==> config.mk <==
export PLATFORM = sky130hd
export DESIGN_NAME = onehot_encoder
export DESIGN_NICKNAME = d
export VERILOG_FILES = /design/src/rtl/onehot_encoder.sv
export SDC_FILE = /design/constraint.sdc
export NUM_CORES = 1
export LEC_CHECK = 0
export BUFFER_PORTS_ARGS = -buffer_cell sky130_fd_sc_hd__buf_4
export CORE_MARGIN = 4
export CORE_UTILIZATION = 49
export DETAILED_ROUTE_END_ITERATION = 6
export HOLD_SLACK_MARGIN = 0.1
export PLACE_DENSITY = 0.7
export RECOVER_POWER = 100
export SKIP_LAST_GASP = 1
export SLEW_MARGIN = 10
export SYNTH_ARGS = -nofsm -noshare
export SYNTH_HDL_FRONTEND = slang
export SYNTH_SLANG_ARGS = --single-unit
==> constraint.sdc <==
create_clock -name clk -period 2.3 [get_ports clk]
set_input_delay 0.23 -clock clk [delete_from_list [all_inputs] [get_ports clk]]
set_output_delay 0.23 -clock clk [all_outputs]
set_load 0.01 [all_outputs]
==> src/rtl/onehot_encoder.sv <==
// Debounced 4-to-2 one-hot encoder with a valid/ready output handshake.
// Optional macro ENC_PRIORITY_EN: multi-hot patterns encode to the highest set index instead of flagging err.
module onehot_encoder #(
  parameter int DEBOUNCE = 4
) (
  input  logic clk,
  input  logic rst_n,
  input  logic in0,
  input  logic in1,
  input  logic in2,
  input  logic in3,
  input  logic ready,
  output logic out0,
  output logic out1,
  output logic valid,
  output logic err
);

  localparam logic [7:0] DB = 8'(DEBOUNCE);

  typedef enum logic [1:0] {IDLE, SETTLE, EMIT, RELEASE} state_t;

  state_t     state, state_nxt;
  logic [3:0] sync_p0, sync_p1;
  logic [3:0] pat, pat_nxt;
  logic [7:0] cnt, cnt_nxt;
  logic [1:0] code_p2, code_nxt;
  logic       err_p2, err_nxt;
  logic       vld_p2, vld_nxt;
  logic [2:0] enc;
  logic [3:0] s;

  // Returns {err, code} for a nonzero captured pattern.
  function automatic logic [2:0] encode(input logic [3:0] p);
    logic [2:0] r;
`ifdef ENC_PRIORITY_EN
    casez (p)
      4'b1???: r = 3'b011;
      4'b01??: r = 3'b010;
      4'b001?: r = 3'b001;
      default: r = 3'b000;
    endcase
`else
    case (p)
      4'b0001: r = 3'b000;
      4'b0010: r = 3'b001;
      4'b0100: r = 3'b010;
      4'b1000: r = 3'b011;
      default: r = 3'b100;
    endcase
`endif
    return r;
  endfunction

  assign s   = sync_p1;
  assign enc = encode(pat);

  // Stage p0/p1: two-flop synchroniser; p2: FSM and registered outputs
  always_ff @(posedge clk or negedge rst_n) begin
    if (!rst_n) begin
      sync_p0 <= '0;
      sync_p1 <= '0;
      state   <= IDLE;
      pat     <= '0;
      cnt     <= '0;
      code_p2 <= '0;
      err_p2  <= 1'b0;
      vld_p2  <= 1'b0;
    end else begin
      sync_p0 <= {in3, in2, in1, in0};
      sync_p1 <= sync_p0;
      state   <= state_nxt;
      pat     <= pat_nxt;
      cnt     <= cnt_nxt;
      code_p2 <= code_nxt;
      err_p2  <= err_nxt;
      vld_p2  <= vld_nxt;
    end
  end

  always_comb begin
    state_nxt = state;
    pat_nxt   = pat;
    cnt_nxt   = cnt;
    code_nxt  = code_p2;
    err_nxt   = err_p2;
    vld_nxt   = vld_p2;
    case (state)
      IDLE: begin
        if (s != 4'b0000) begin
          pat_nxt   = s;
          cnt_nxt   = 8'd1;
          state_nxt = SETTLE;
        end
      end
      SETTLE: begin
        if (s == 4'b0000) begin
          state_nxt = IDLE;
        end else if (s != pat) begin
          pat_nxt = s;
          cnt_nxt = 8'd1;
        end else if (cnt == DB) begin
          code_nxt  = enc[1:0];
          err_nxt   = enc[2];
          vld_nxt   = 1'b1;
          state_nxt = EMIT;
        end else begin
          cnt_nxt = cnt + 8'd1;
        end
      end
      EMIT: begin
        // Code is frozen here; only the handshake moves us on.
        if (ready) begin
          vld_nxt   = 1'b0;
          state_nxt = RELEASE;
        end
      end
      RELEASE: begin
        if (s == 4'b0000) state_nxt = IDLE;
      end
      default: state_nxt = IDLE;
    endcase
  end

  assign out0  = code_p2[0];
  assign out1  = code_p2[1];
  assign valid = vld_p2;
  assign err   = err_p2;

endmodule
==> metrics.txt <==
library cell contributing the largest single delay on the critical path dfrtp_1; post-synthesis share of cell area spent on and, or, nand and nor gates 18.7%; Clock Skew 0.00444 ns; routed wire length on met3 96 microns; mean post-synth cell area about 12 sq um; Detail Route met2 WL between 1 and 1.5 mm; post-detailed-route DRC marker count 0; sort of element at the start of the critical path register; placed instance count 142; via count of the first global-routing pass ~930; overall routing resource usage around 15%; CTS Buf Count 3; critical path, cell by cell inv_1 -> ha_1 -> nor4b_1 -> and2_0 -> and4b_1 -> mux2_1; complex-gate fraction of the synthesized area a little over a tenth; total gr overflow 0; maximum root-to-sink buffer count 2; Routed wire per std cell between 10 and 15 microns; most common cell after layout, fill and taps aside dfrtp_1; number of violations of the max-capacitance limit 0; wire length after detailed routing ~2.1 mm; antenna violations before repair 0; total power divided by cell area approximately 630 nW/um^2; count of inserted antenna diode cells 0; Seq/Total Area, Yosys 51.9%; worst path required time about 2.5 ns; Sum Neg Setup Slack 0 ns; worst skew pair latency roughly 0.32 ns; layout cells sized above 1 16.5%; leading cell types by total area after synthesis dfrtp_1 52%, mux2_2 4.5%, mux2_4 3.6%; time the final worst path needs with I/O delays and setup ~2.0 ns; total half-perimeter wirelength after legalization and detailed placement 1.52 mm; number of DRC markers in iteration 0 28; main combinational cell family by area after synthesis simple AND/OR/NAND/NOR gates; final RePlAce weighted congestion around 0.78; floorplan die height 58.6 microns; Avg Vias per Cell just under 6; area growth from synthesis to layout 11.7%; io pins 11; Buf+Inv Stages, Crit Path 1; fmax 496 MHz; worst-case hold slack 0.204 ns; library cell used as clock root buffer clkbuf_4; Post-layout nets 131; CP Class reg -> reg; global-route wire length before repair 3.93 mm; final number of max-transition violations 0; area of the mapped netlist 1250 sq um; most area-hungry cell type in the Yosys netlist dfrtp_1; cell family contributing the most delay on the critical path simple AND/OR/NAND/NOR gates; row count 18; relative slew slack between 10% and 20%; drt pass-1 iters 4; number of standard cells after synthesis around 110; placeable core region about 2500 sq um; largest voltage drop on the vdd net 0.000476 V; final critical-path share of the clock period 87.6%; number of buffer cells added on primary ports 10; Die Width just under 60 microns; worst-path fanout max 5; post-synthesis register bit count 26; category of the worst setup path capture point register; Tightest Pin Transition around 1.3 ns; clock-pin transition on the worst setup and hold timing paths between 0.1 and 0.15 ns; crit path DAT roughly 2.2 ns; detailed-route wire length on metal 1 roughly 960 microns; buffers inserted by post-CTS timing repair 0; net count after synthesis ~110; Final Util 57.0%; Final Instance Count excl. Fillers about 150; RSZ-0062 raised after global routing false; Non-Filler Cell Area, Final between 1000 and 1500 sq um; final-report setup violation count 0; Top Metal Used met4; multiplexer share of the synthesized area a little over 8%; status finished, final reports clean; total of warnings raised by yosys 0; commonest cells after routing, fill and taps aside 26 x dfrtp_1, 9 x nand2_1, 7 x clkbuf_4, 7 x clkbuf_1; Slowest Stage Delay on Critical Path between 0.4 and 0.5 ns; final antenna-violating net count 0; die area about 3400 sq um; classification of the worst-slack hold path in -> reg; number of distinct library cell variants in the gate-level netlist after synthesis 41; xor/xnor share of the synthesized area 4.19%; total number of H-tree levels 1; maximum number of pins on one net before global-route repair 27; post-place instance area roughly 1300 sq um; Leak Pwr approximately 0.58 nW; effective utilization at floorplan 51.1%; share of the synthesized area in the top cell type 51.9%; Post-CTS Resized 0; Vias 870; CTS tree built; Final Hold Vio Count 0; share of synthesized cell area in full adder, half adder and majority cells under 10%; total number of clock tree sinks 26
-- layer usage --
metal	vias up	global-route usage, %
li1	416	-
met1	428	18.2
met2	22	25.2
met3	4	3.29
met4	0	5.83
met5	-	0
-- where the power goes --
| group | internal (mW) | total [mW] | leakage, nW | switching, mW |
|---|---|---|---|---|
| Combinational | 0.0389 | 0.0813 | 0.225 | 0.0424 |
| Clock | 0.176 | 0.312 | 0.0279 | 0.135 |
| Sequential | 0.471 | 0.487 | 0.325 | 0.0153 |
-- kinds of logic (layout without fill, tap and decap cells) --
logic type / after synthesis / in the layout
simple gates: 37 / 37
flops: 26 / 26
xor+xnor: 6 / 6
mux: 8 / 8
compound gates: 18 / 18
fa+ha+maj: 2 / 2
buf+inv: 8 / 24
-- path summary, 6_finish.rpt --
check / from / end / slack, ns / depth (start not counted)
max in group asynchronous: rst_n / cnt[2] / 0.80 / 2
hold / removal: ready / state[0] / 0.20 / 3
hold reg to reg: sync_p0[3] / s[3] / 0.37 / 0
setup / recovery: cnt[0] / code_p2[0] / 0.28 / 6
min in group asynchronous: rst_n / state[0] / 0.72 / 2
setup reg to reg: cnt[0] / code_p2[0] / 0.28 / 6
-- cell type report --
type | count | area (sq um)
Fill cell | 221 | 1050
Clock inverter | 1 | 30.0
Sequential cell | 26 | 651
Timing Repair Buffer | 17 | 114
Clock buffer | 3 | 22.5
Multi-Input combinational cell | 71 | 534
Inverter | 3 | 11.3
Tap cell | 30 | 37.5
-- Yosys cell counts, drive strengths merged --
| library cell | n |
|---|---|
| dfrtp | 26 |
| nand2 | 9 |
| mux2 | 8 |
| buf | 5 |
| nand4 | 4 |
| and2 | 3 |
| inv | 3 |
| nand3 | 3 |
| nor3 | 3 |
| xnor2 | 3 |
| xor2 | 3 |
| a21oi | 2 |
| ha | 2 |
| nand2b | 2 |
| nand3b | 2 |
| nor4b | 2 |
| o211ai | 2 |
| o21ai | 2 |
| o221ai | 2 |
| o311ai | 2 |
| o31ai | 2 |
| or2 | 2 |
| a21boi | 1 |
| a2bb2oi | 1 |
| a31oi | 1 |
| a32oi | 1 |
| and3 | 1 |
| and3b | 1 |
| and4 | 1 |
| and4b | 1 |
| nor2 | 1 |
| nor4 | 1 |
| o21a | 1 |
| o32ai | 1 |
| or3b | 1 |
-- registers in the layout, indices dropped and copies added (netlist names), named ones only --
name and count:
pat 4, cnt 8, code_p2 2, s 4, state 1, err 1, sync_p0 4, valid 1
-- stage by stage --
step	setup slack (ns)	power (mW)
3_5_place_dp	0.366	0.574
5_1_grt	0.169	0.917
3_3_place_gp	0.431	0.570
4_1_cts	0.285	0.888
6_report	0.285	0.880
2_1_floorplan	0.548	0.550
-- what timing repair did --
action                                 in CTS  in global routing
endpoints found under the hold margin      30                  0
setup endpoints to repair                   0                  0
hold buffers                                5                  0
-- worst reg2reg max path, cell delays in order (launching register included) --
cell,delay [ns]
dfrtp_1,0.43
inv_1,0.09
ha_1,0.14
nor4b_1,0.33
and2_0,0.24
and4b_1,0.33
mux2_1,0.35
Power figures use the tool's default switching activity.
